--- config.mk ---
export PLATFORM = sky130hd
export DESIGN_NAME = hc_sr04_ranger
export DESIGN_NICKNAME = d
export VERILOG_FILES = /design/src/rtl/hc_pkg.sv /design/src/rtl/bin2bcd_seq.sv /design/src/rtl/hc_sr04_ranger.sv
export SDC_FILE = /design/constraint.sdc
export NUM_CORES = 1
export LEC_CHECK = 0
export CORE_MARGIN = 5
export CORE_UTILIZATION = 40
export CTS_BUF_LIST = sky130_fd_sc_hd__clkbuf_8 sky130_fd_sc_hd__clkbuf_16
export DETAILED_ROUTE_END_ITERATION = 6
export PLACE_DENSITY = 0.57
export SETUP_SLACK_MARGIN = 0.5
export SYNTH_ARGS = -nofsm -noshare
export SYNTH_HDL_FRONTEND = slang
export SYNTH_SLANG_ARGS = --single-unit
--- constraint.sdc ---
create_clock -name clk -period 2.7 [get_ports clk]
set_input_delay 0.81 -clock clk [delete_from_list [all_inputs] [get_ports clk]]
set_output_delay 0.81 -clock clk [all_outputs]
set_load 0.1 [all_outputs]
--- src/rtl/hc_pkg.sv ---
// Shared types and constants for the HC-SR04 ranging path.
package hc_pkg;

   localparam int          MM_W    = 14;
   localparam logic [15:0] BCD_ERR = 16'h9999;

   localparam int DEF_TRIG_CYCLES     = 500;
   localparam int DEF_PERIOD_CYCLES   = 3_000_000;
   localparam int DEF_CYC_PER_MM      = 294;
   localparam int DEF_ECHO_MAX_CYCLES = 1_500_000;
   localparam int DEF_MM_MAX          = 9999;

   // AVG is only entered when the averaging build is selected
   typedef enum logic [2:0] {
      IDLE, TRIG, WAIT_RISE, MEASURE, CONVERT, DONE, TIMEOUT, AVG
   } hc_state_t;

   // Double-dabble correction: any digit >= 5 gets +3 before the shift.
   function automatic logic [15:0] bcd_add3(input logic [15:0] v);
      logic [15:0] r;
      r = v;
      for (int i = 0; i < 4; i++)
         if (v[i*4 +: 4] >= 4'd5) r[i*4 +: 4] = v[i*4 +: 4] + 4'd3;
      return r;
   endfunction

endpackage

--- src/rtl/bin2bcd_seq.sv ---
// Iterative 14-bit binary to 4-digit packed BCD, one bit per cycle, 14 cycles start to done.
module bin2bcd_seq
   import hc_pkg::*;
(
   input  logic            clk,
   input  logic            reset,
   input  logic            start,
   input  logic [MM_W-1:0] bin,
   output logic            done,
   output logic [15:0]     bcd
);

   logic [MM_W-1:0] sr;
   logic [3:0]      cnt;
   logic            busy;
   logic [15:0]     adj;

   assign adj = bcd_add3(bcd);

   always_ff @(posedge clk or negedge reset) begin
      if (!reset) begin
         sr   <= '0;
         bcd  <= '0;
         cnt  <= '0;
         busy <= 1'b0;
         done <= 1'b0;
      end else begin
         done <= 1'b0;
         if (start) begin
            // first shift folded into the load: a zero accumulator never needs +3
            sr   <= bin << 1;
            bcd  <= {15'd0, bin[MM_W-1]};
            cnt  <= 4'(MM_W - 1);
            busy <= 1'b1;
         end else if (busy) begin
            sr  <= sr << 1;
            bcd <= {adj[14:0], sr[MM_W-1]};
            cnt <= cnt - 4'd1;
            if (cnt == 4'd1) begin
               busy <= 1'b0;
               done <= 1'b1;
            end
         end
      end
   end

endmodule

--- src/rtl/hc_sr04_ranger.sv ---
// HC-SR04 trigger/echo timer producing packed-BCD millimetres with a one-cycle valid strobe.
// Define HC_AVG4_EN to convert the running mean of the last four good readings.
module hc_sr04_ranger
   import hc_pkg::*;
#(
   parameter int TRIG_CYCLES     = DEF_TRIG_CYCLES,
   parameter int PERIOD_CYCLES   = DEF_PERIOD_CYCLES,
   parameter int CYC_PER_MM      = DEF_CYC_PER_MM,
   parameter int ECHO_MAX_CYCLES = DEF_ECHO_MAX_CYCLES,
   parameter int MM_MAX          = DEF_MM_MAX
) (
   input  logic        clk,
   input  logic        reset,
   input  logic        echo,
   output logic        trig,
   output logic [15:0] hc_data,
   output logic        data_valid,
   output logic        range_err
);

   localparam int PER_W   = $clog2(PERIOD_CYCLES);
   localparam int TMR_MAX = (TRIG_CYCLES > ECHO_MAX_CYCLES) ? TRIG_CYCLES : ECHO_MAX_CYCLES;
   localparam int TMR_W   = $clog2(TMR_MAX + 1);
   localparam int PRE_W   = (CYC_PER_MM > 1) ? $clog2(CYC_PER_MM) : 1;

   localparam logic [PER_W-1:0] PER_LAST  = PER_W'(PERIOD_CYCLES - 1);
   localparam logic [TMR_W-1:0] TRIG_LAST = TMR_W'(TRIG_CYCLES - 1);
   localparam logic [TMR_W-1:0] ECHO_LAST = TMR_W'(ECHO_MAX_CYCLES - 1);
   localparam logic [PRE_W-1:0] PRE_LAST  = PRE_W'(CYC_PER_MM - 1);
   localparam logic [MM_W-1:0]  MM_SAT    = MM_W'(MM_MAX);

   hc_state_t        state, next_state;
   logic             echo_s1, echo_s;
   logic [PER_W-1:0] per_cnt;
   logic             per_wrap;
   logic [TMR_W-1:0] tmr;
   logic [PRE_W-1:0] pre;
   logic [MM_W-1:0]  mm_cnt;
   logic             cnt_en;
   logic             conv_start, conv_done;
   logic [MM_W-1:0]  conv_in;
   logic [15:0]      conv_bcd;

   always_ff @(posedge clk or negedge reset) begin
      if (!reset) begin
         echo_s1 <= 1'b0;
         echo_s  <= 1'b0;
      end else begin
         echo_s1 <= echo;
         echo_s  <= echo_s1;
      end
   end

   assign per_wrap = (per_cnt == PER_LAST);

   always_ff @(posedge clk or negedge reset) begin
      if (!reset)        per_cnt <= '0;
      else if (per_wrap) per_cnt <= '0;
      else               per_cnt <= per_cnt + 1'b1;
   end

   always_ff @(posedge clk or negedge reset) begin
      if (!reset) state <= IDLE;
      else        state <= next_state;
   end

   always_comb begin
      next_state = state;
      conv_start = 1'b0;
      case (state)
         IDLE:      if (per_wrap) next_state = TRIG;
         TRIG:      if (tmr == TRIG_LAST) next_state = WAIT_RISE;
         WAIT_RISE: begin
            if (echo_s)                 next_state = MEASURE;
            else if (tmr == ECHO_LAST)  next_state = TIMEOUT;
         end
         MEASURE: begin
            if (!echo_s) begin
`ifdef HC_AVG4_EN
               next_state = AVG;
`else
               next_state = CONVERT;
               conv_start = 1'b1;
`endif
            end else if (tmr == ECHO_LAST) begin
               next_state = TIMEOUT;
            end
         end
`ifdef HC_AVG4_EN
         AVG: begin
            next_state = CONVERT;
            conv_start = 1'b1;
         end
`endif
         CONVERT:   if (conv_done) next_state = DONE;
         DONE:      next_state = IDLE;
         TIMEOUT:   next_state = IDLE;
         default:   next_state = IDLE;
      endcase
   end

   // On entering MEASURE the rise-detect cycle already counts as one high cycle
   always_ff @(posedge clk or negedge reset) begin
      if (!reset)
         tmr <= '0;
      else if (state != next_state)
         tmr <= (next_state == MEASURE) ? TMR_W'(1) : '0;
      else if (state == TRIG || state == WAIT_RISE || state == MEASURE)
         tmr <= tmr + 1'b1;
   end

   assign cnt_en = echo_s && (state == WAIT_RISE || state == MEASURE);

   always_ff @(posedge clk or negedge reset) begin
      if (!reset) begin
         pre    <= '0;
         mm_cnt <= '0;
      end else if (state == TRIG) begin
         pre    <= '0;
         mm_cnt <= '0;
      end else if (cnt_en) begin
         if (pre == PRE_LAST) begin
            pre <= '0;
            if (mm_cnt != MM_SAT) mm_cnt <= mm_cnt + 1'b1;
         end else begin
            pre <= pre + 1'b1;
         end
      end
   end

`ifdef HC_AVG4_EN
   logic [3:0][MM_W-1:0] hist;
   logic                 hist_vld;
   logic [MM_W+1:0]      hist_sum;

   // first good reading fills every slot so the mean starts at that value
   always_ff @(posedge clk or negedge reset) begin
      if (!reset) begin
         hist     <= '0;
         hist_vld <= 1'b0;
      end else if (state == MEASURE && !echo_s) begin
         hist     <= hist_vld ? {hist[2:0], mm_cnt} : {4{mm_cnt}};
         hist_vld <= 1'b1;
      end
   end

   assign hist_sum = (MM_W+2)'(hist[0]) + (MM_W+2)'(hist[1])
                   + (MM_W+2)'(hist[2]) + (MM_W+2)'(hist[3]);
   assign conv_in  = hist_sum[MM_W+1:2];
`else
   assign conv_in  = mm_cnt;
`endif

   bin2bcd_seq u_bcd (
      .clk   (clk),
      .reset (reset),
      .start (conv_start),
      .bin   (conv_in),
      .done  (conv_done),
      .bcd   (conv_bcd)
   );

   always_ff @(posedge clk or negedge reset) begin
      if (!reset) begin
         trig       <= 1'b0;
         hc_data    <= '0;
         data_valid <= 1'b0;
         range_err  <= 1'b0;
      end else begin
         trig       <= (next_state == TRIG);
         data_valid <= 1'b0;
         if (state == DONE) begin
            hc_data    <= conv_bcd;
            range_err  <= 1'b0;
            data_valid <= 1'b1;
         end else if (state == TIMEOUT) begin
            hc_data    <= BCD_ERR;
            range_err  <= 1'b1;
            data_valid <= 1'b1;
         end
      end
   end

endmodule

=== Word-level counts from Yosys, hierarchy flattened ===
Index checks and enable logic that the tools add are counted.

* Flip-flop bits (word level): 126
* Output and inout bits: 19
* Logic and storage cells: 98

* Multiplexer cells: 42
* Add/sub/neg operators: 9
* Order comparisons: 4
* Reductions and logical operators: 12
* Equality and inequality tests: 15

{| class="wikitable"
|+ Operators with widths
! kind !! count
|-
| 14-bit two-way mux || 6
|-
| 16-bit two-way mux || 4
|-
| 21-bit two-way mux || 2
|-
| 9-bit two-way mux || 3
|-
| 22-bit by 1-bit adder with 22-bit output (second input constant) || 1
|-
| 22-bit equality test (second input constant) || 1
|-
| 22-bit two-way mux || 1
|-
| 21-bit by 1-bit adder with 21-bit output (second input constant) || 1
|-
| 21-bit equality test (second input constant) || 1
|-
| 21-bit by 9-bit equality test with 1-bit output (second input constant) || 1
|-
| 3-bit two-way mux || 7
|-
| 4-bit two-way mux || 5
|-
| 4-bit by 3-bit greater-or-equal comparator with 1-bit output (second input constant) || 4
|-
| 3-bit one-hot mux with 5 select lines || 1
|-
| 14-bit by 1-bit adder with 14-bit output (second input constant) || 1
|-
| 14-bit inequality test (second input constant) || 1
|-
| 1-bit two-way mux || 13
|-
| 4-bit by 2-bit adder with 4-bit output (second input constant) || 3
|-
| 2-bit nonzero test || 6
|-
| 9-bit by 1-bit adder with 9-bit output (second input constant) || 1
|-
| 3-bit by 2-bit equality test with 1-bit output (second input constant) || 3
|-
| 3-bit equality test (second input constant) || 3
|-
| 9-bit equality test (second input constant) || 1
|-
| 3-bit by 1-bit equality test with 1-bit output (second input constant) || 2
|-
| other kinds (8) || 10
|}

=== Longest topological paths before layout ===
Gate-level depths: netlist of the first run.

* Word-level depth: 7
* Gate-level depth with buffers: 7
* Depth with buffers taken out: 7

=== Hierarchy ===
Synthesis of the first run repeated with hierarchy kept, for this count alone.

* Cell total of the unflattened synthesis: 632
* Area, all modules: 6,414.9 um^2

{| class="wikitable"
|+ Modules (own cells, without submodules)
! module !! times used !! seq. area each (um^2) !! cells an instance !! area an instance (um^2)
|-
| hc_sr04_ranger || 1 || 2,252.2 || 434 || 4,499.3
|-
| bin2bcd_seq || 1 || 875.8 || 198 || 1,915.6
|}

=== Worst setup path after synthesis of the first run ===
OpenSTA, ideal clock, no wires.

* Kind: flip-flop to flip-flop
* Start: register tmr[0]
* End: register tmr[1]
* Data arrival time: 1.935 ns
* Cell stages (with the launch flop): 7
* Path slack: 0.633 ns
* Period minus slack after synthesis: 2.067 ns
* Cells stage by stage: dfrtp_1 ha_1 or4b_1 nor4_1 o211a_2 buf_4 nor3_1

* Cells in the longest elaborated chain, start to end: 6
* Elaborated cells on any way between the ends: 12

{| class="wikitable"
|+ Ends and longest elaborated chain
! element !! RTL line !! source
|-
| start: declaration || hc_sr04_ranger.sv:36 || <nowiki>logic [TMR_W-1:0] tmr;</nowiki>
|-
| start signal: assignment || hc_sr04_ranger.sv:107 || <nowiki>tmr <= (next_state == MEASURE) ? TMR_W'(1) : '0;</nowiki>
|-
| start signal: assignment || hc_sr04_ranger.sv:109 || <nowiki>tmr <= tmr + 1'b1;</nowiki>
|-
| 21-bit equality test || hc_sr04_ranger.sv:75, hc_sr04_ranger.sv:85 ||
|-
| 3-bit two-way mux || hc_sr04_ranger.sv:75, hc_sr04_ranger.sv:85 ||
|-
| 3-bit two-way mux (on tied branches) || hc_sr04_ranger.sv:78, hc_sr04_ranger.sv:74 ||
|-
| 3-bit one-hot mux with 5 select lines || hc_sr04_ranger.sv:70 || <nowiki>case (state)</nowiki>
|-
| 3-bit inequality test || hc_sr04_ranger.sv:106 || <nowiki>else if (state != next_state)</nowiki>
|-
| 21-bit two-way mux or 2-bit nonzero test (tied branches) || - ||
|}

Several ways; a longest one is shown, not always the timed one. The select of a mux whose other input is x is not followed.
A chain may end at the register's enable or synchronous reset.

=== Worst setup path in the final report of the first run ===
* Start: register per_cnt[6]
* End: register tmr[0]

* Cells in the longest elaborated chain, start to end: 6
* Elaborated cells on any way between the ends: 8

{| class="wikitable"
|+ Ends and longest elaborated chain
! element !! RTL line !! source
|-
| start: declaration || hc_sr04_ranger.sv:34 || <nowiki>logic [PER_W-1:0] per_cnt;</nowiki>
|-
| start signal: assignment || hc_sr04_ranger.sv:59 || <nowiki>else per_cnt <= per_cnt + 1'b1;</nowiki>
|-
| 22-bit equality test (*) || hc_sr04_ranger.sv:54 || <nowiki>assign per_wrap = (per_cnt == PER_LAST);</nowiki>
|-
| 3-bit two-way mux (*) || hc_sr04_ranger.sv:71 || <nowiki>IDLE: if (per_wrap) next_state = TRIG;</nowiki>
|-
| 3-bit one-hot mux with 5 select lines (*) || hc_sr04_ranger.sv:70 ||
|-
| 3-bit by 2-bit equality test with 1-bit output || hc_sr04_ranger.sv:107 ||
|-
| 1-bit two-way mux || hc_sr04_ranger.sv:107 ||
|-
| 21-bit two-way mux || hc_sr04_ranger.sv:106 ||
|}

Every way passes the cells marked *; elsewhere a longest branch is shown, timed or not.

==> metrics.yaml, run 1 <==
status:
  outcome: "completed"
synthesis:
  ys_async_sr_fraction_pct: 100
  syn_inst: 637
  syn_area_um2: 6330
  synth_nets: 655
  ys_seq_elements: 125
  yosysUniqueCellTypes: 60
  yosysTopAreaCellShare_pct: 49.4
  synth_top_flop_cell: "dfrtp_1"
  synth_area_leader_cell: "dfrtp_1"
  synth_edf_count: 0
  yosys_warnings: 0
  synthTopCellsByArea: "dfrtp_1 (49%), xnor2_1 (5.0%), nor2_1 (4.2%)"
  syn_avg_cell_area_um2: 9.93
  seq_area_frac_synth_pct: 49.4
grt:
  grt_max_degree: 126
  antenna_found_initial: 0
  grt_overflow: 0
  grt_pass1_wl_mm: 22.4
  grt.total_usage_pct: 15.0
  grt_pass1_vias: 4520
power:
  switching_share_pct: 19.3
  powerDensity_nw_per_um2: 589
  p_seq_share_pct: 42.6
  power_uw: 4410
  power.share.clock_pct: 56.4
  peakVddDrop_mv: 0.461
  power_frac_comb_pct: 1.0
  p_switching_uw: 850
  p_leak_uw: 0.00339
  p_int_uw: 3560
floorplan:
  core_area_um2: 15700
  start_util_pct: 40.3
  rows: 46
  die_x_um: 136
  die_h_um: 136
  fp.dieArea_um2: 18400
  ios: 22
clock_tree:
  cts_tree: "yes"
  insertion_delay_ns: 0.42
  cts-root-buf: "clkbuf_16"
  cts_sinks: 125
  hold_buffers: 0
  cts_buffers: 17
  htreeDepth: 4
  clk_pin_slew_ns: 0.05
  clockBufferDepth: 2
sta:
  period_minus_slack_ns: 2.12
  setup_tns_ns: 0
  tightestPinTransition_ns: 0.705
  setup_slack_ns: 0.575
  max_slew_margin_pct: 53.0
  skew_ns: 0.00627
  clock.fmax_ghz: 0.471
  setup_violations: 0
  rsz0062_at_grt: "true"
  finalHoldViolCount: 0
  drv_slew: 0
  min_period_over_period_pct: 78.7
placement:
  port_buffers: 21
  hpwl_mm: 8.40
  dp_slack_ns: 0.341
  place_congestion: 0.816
detailed_routing:
  drt_iter0_drc: 236
  viasPerCell: 5.20
  wl_per_cell_um: 14.4
  drcViolationCount: 0
  postRouteAntennaNets: 0
  dr_total_vias: 4673
  first_pass_iters: 4
  wirelength_mm: 13.0
critical_path:
  required_ns: 2.99
  critPathLaunchType: "register"
  critPathKind: "reg -> reg"
  crit_fanout: 11
  crit_arrival_ns: 2.41
  end_kind: "register"
job:
  maxCapViolCount: 0
final_layout:
  final_common_cell: "dfrtp_1"
  n_fill_cell: 1466
  diodes: 0
  area.growth.synth_to_final_pct: 18.3
  final_cell_mix: "dfrtp_1 (125), nor2_1 (70), nand2_1 (53), a21oi_1 (41), buf_4 (37)"
  drive_gt1_share_pct: 13.0
  fin_nets: 688
min_path:
  hold_class: "reg -> reg"
## synthesized netlist by cell type (3+ instances only)
| cell | n |
|---|---|
| nand4bb_1 | 3 |
| buf_2 | 4 |
| a21o_1 | 6 |
| buf_4 | 3 |
| a31oi_1 | 4 |
| a21oi_1 | 41 |
| inv_1 | 20 |
| o22a_1 | 4 |
| nand4_1 | 22 |
| o21ai_0 | 21 |
| nor4_1 | 8 |
| nand2_1 | 53 |
| mux2i_1 | 23 |
| and3_1 | 13 |
| a22o_1 | 4 |
| ha_1 | 15 |
| nand3_1 | 25 |
| nor2_1 | 71 |
| xnor2_1 | 36 |
| xor2_1 | 22 |
| and2_1 | 3 |
| nand2b_1 | 18 |
| nor3_1 | 23 |
| dfrtp_1 | 125 |
| o211ai_1 | 3 |
| clkbuf_1 | 18 |
## power groups by stage
stage               sequential, µW  clock (µW)  combinational [µW]
floorplan                     1910           0                1.74
detailed placement            1910           0                46.2
CTS                           1880        2540                46.3
global placement              1910           0                46.3
global route                  1880        2620                52.2
finish                        1880        2490                42.6
## worst max-delay path, stage by stage, from the launching register on
cell and delay [ns]:
dfrtp_1 0.47, or4b_1 0.51, nor4_2 0.34, a31o_1 0.29, o211a_4 0.28, o32ai_1 0.11
## area by class of cell
cell class / instances / area (µm²) / area share, %
inverter: 21 / 78.8 / 1.05
clock buffer: 19 / 453 / 6.05
tap: 216 / 270 / 3.61
multi-input combinational: 465 / 3030 / 40.5
clock inverter: 12 / 194 / 2.59
sequential: 125 / 3130 / 41.8
timing repair buffer: 40 / 328 / 4.38
## per-layer routing
metal / up-vias / global-route usage, % / wire, µm
li1: 2293 / - / -
met1: 2300 / 20.6 / 6240
met2: 64 / 23.0 / 6040
met3: 16 / 3.57 / 495
met4: 0 / 5.88 / 203
met5: - / 0 / 0
## state kept, by name, summed over array words and instances, names as in the netlist, 3 cells and up
| name | flops |
|---|---|
| conv_in | 14 |
| u_bcd.cnt | 4 |
| u_bcd.sr | 13 |
| per_cnt | 22 |
| pre | 9 |
| tmr | 21 |
| state | 3 |
| hc_data | 16 |
| u_bcd.bcd | 16 |
## final timing paths
path / start / to / slack (ns) / cells past startpoint
setup / recovery: per_cnt[6] / tmr[0] / 0.58 / 5
max in group asynchronous: reset / conv_in[5] / 1.69 / 2
min in group asynchronous: reset / u_bcd.bcd[10] / 0.44 / 2
setup reg to reg: per_cnt[6] / tmr[0] / 0.58 / 5
hold reg to reg: echo_s1 / echo_s / 0.35 / 0
hold / removal: echo_s1 / echo_s / 0.35 / 0
## what timing repair did
item | CTS | global route
setup buffers | 0 | 5
pin swaps | 0 | 3
gates cloned | 0 | 1
setup endpoints to repair | 21 | 22
gates resized for setup | 1 | 5
## kinds of logic after synthesis
family	Yosys count	share of synthesized area, %
and+or+nand+nor	268	22.6
muxes	23	3.64
adders and majority gates	15	2.97
buffers and inverters	48	3.34
DFF	125	49.4
AOI/OAI and AO/OA	100	9.99
xor gates and xnor gates	58	8.03
## through the flow
step	util, %	hold slack, ns	cells	instance area [µm²]
after global placement	43.0	0.337	861	6750
after floorplan	-	0.331	637	6330
final	47.6	0.355	898	7480
after global routing	47.6	0.368	898	7480
after CTS	47.1	0.360	892	7410
after detailed placement	43.0	0.346	861	6750
Power figures use the tool's default switching activity.
==> run 2, diff against run 1 <==
Clock period 2.7 ns to 2.21 ns, I/O delays scaled along.
==> run 2 against run 1 <==
  * Hold slack lost 0.26 ns
  * Count of clock-buffer cells in the layout shrank 1
  * Critical path depth grew 1
  * Core utilization grew 5.7 points
  * Sequential share of layout area shrank 4.5 points
  * Via count grew 5.0%
==> metrics.yaml, run 2 (synthesis gave the netlist of run 1 again) <==
status:
  outcome: "completed"
floorplan:
  fp.dieArea_um2: 18400
  die_x_um: 136
  rows: 46
  core_area_um2: 15700
  die_h_um: 136
  ios: 22
  start_util_pct: 40.3
critical_path:
  rr_worst_depth: 6
  r2r_setup_slack_ns: 0.27
  r2r_start: "per_cnt[11]"
  reg2reg_to: "per_cnt[16]"
  crit_arrival_ns: 2.24
  end_kind: "register"
  crit_fanout: 13
  critical_path.startpoint: "per_cnt[11]"
  required_ns: 2.51
  critPathLaunchType: "register"
  critPathKind: "reg -> reg"
sta:
  tightestPinTransition_ns: 0.472
  setup_violations: 0
  finalHoldViolCount: 0
  rsz0062_at_grt: "true"
  whs_ns: 0.0969
  max_slew_margin_pct: 68.5
  min_period_over_period_pct: 88.0
  setup_tns_ns: 0
  clock.fmax_ghz: 0.514
  skew_ns: 0.00833
  period_minus_slack_ns: 1.94
  drv_slew: 0
power:
  p_switching_uw: 1080
  switching_share_pct: 20.3
  p_leak_uw: 0.00372
  powerDensity_nw_per_um2: 632
  p_seq_share_pct: 43.3
  power.share.clock_pct: 55.6
  p_int_uw: 4220
  peakVddDrop_mv: 0.531
  power_frac_comb_pct: 1.1
placement:
  place_area_um2: 6950
  place_congestion: 0.800
  port_buffers: 21
  hpwl_mm: 8.84
  dpl.cell_count: 872
min_path:
  hold_class: "in -> async"
job:
  maxCapViolCount: 0
detailed_routing:
  dr_total_vias: 4908
  postRouteAntennaNets: 0
  viasPerCell: 5.18
  wl_per_cell_um: 15.0
  wirelength_mm: 14.2
  first_pass_iters: 4
  drcViolationCount: 0
  drt_iter0_drc: 208
clock_tree:
  cts_buffers: 17
  cts_tree: "yes"
  insertion_delay_ns: 0.42
  hold_buffers: 0
  clockBufferDepth: 2
  cts-root-buf: "clkbuf_16"
  htreeDepth: 4
  clk_pin_slew_ns: 0.06
  cts_sinks: 125
grt:
  grt_overflow: 0
  grt_pass1_vias: 4992
  grt_max_degree: 44
  grt_pass1_wl_mm: 24.6
  grt.total_usage_pct: 16.7
  antenna_found_initial: 0
final_layout:
  final_common_cell: "dfrtp_1"
  fin_nets: 736
  largest_reg_flops: 22
  final_cells: 947
  final_cell_area_um2: 8380
  reg.largest.list: "per_cnt (22), tmr (21)"
  final_cell_mix: "dfrtp_1 (123), nor2_1 (64), nand2_1 (53), buf_4 (50), a21oi_1 (37)"
  area.growth.synth_to_final_pct: 32.5
  diodes: 0
  top_register: "per_cnt"
  drive_gt1_share_pct: 25.2
[run 2: how the worst max path moves through the flow]
stage / endpoint / cells past startpoint / slack [ns]
4_1_cts: tmr[0] / 5 / 0.27
3_3_place_gp: tmr[0] / 5 / 0.13
3_5_place_dp: tmr[0] / 5 / 0.11
5_1_grt: tmr[0] / 5 / 0.17
6_report: per_cnt[16] / 6 / 0.27
2_1_floorplan: conv_in[2] / 7 / 0.29
[run 2: power by group through the flow]
stage / Combinational (µW) / Clock (µW) / Sequential [µW]
6_report: 59.2 / 2950 / 2290
5_1_grt: 71.0 / 3120 / 2290
4_1_cts: 63.7 / 3020 / 2290
3_5_place_dp: 63.6 / 0 / 2330
3_3_place_gp: 63.1 / 0 / 2330
2_1_floorplan: 2.58 / 0 / 2330
[run 2: per-layer routing]
metal | share of wire (%) | GRT usage [%] | up-vias
li1 | - | - | 2409
met1 | 46 | 21.7 | 2407
met2 | 49 | 27.0 | 69
met3 | 3.1 | 3.86 | 23
met4 | 1.7 | 7.05 | 0
met5 | 0 | 0 | -
[run 2: metrics by stage]
stage	total power [µW]	util (%)	worst slack (ns)
after floorplan	2340	-	0.286
after global placement	2400	44.2	0.128
after detailed placement	2400	44.2	0.111
after CTS	5380	51.9	0.270
after global routing	5480	53.3	0.175
final	5300	53.3	0.265
[run 2: worst max-delay path, cell delays in order (launching register included)]
cell     delay (ns)
dfrtp_1        0.40
or4b_4         0.54
nor4_4         0.33
buf_4          0.17
and2_1         0.15
buf_6          0.17
nor2_1         0.06
[run 2: repair_timing]
item,4_1_cts,5_1_grt
endpoints found under the setup margin,70,65
pin swaps,26,13
resized for setup,62,33
setup buffers,28,11
gates cloned,4,0
[run 2: layout make-up]
cell class / count / area, µm²
clock buffers: 18 / 439
clock inverters: 14 / 193
fillers: 1371 / 7330
inverters: 21 / 82.6
multi-input cells: 467 / 3380
flip-flops and latches: 125 / 3130
well taps: 216 / 270
repair buffers: 86 / 890
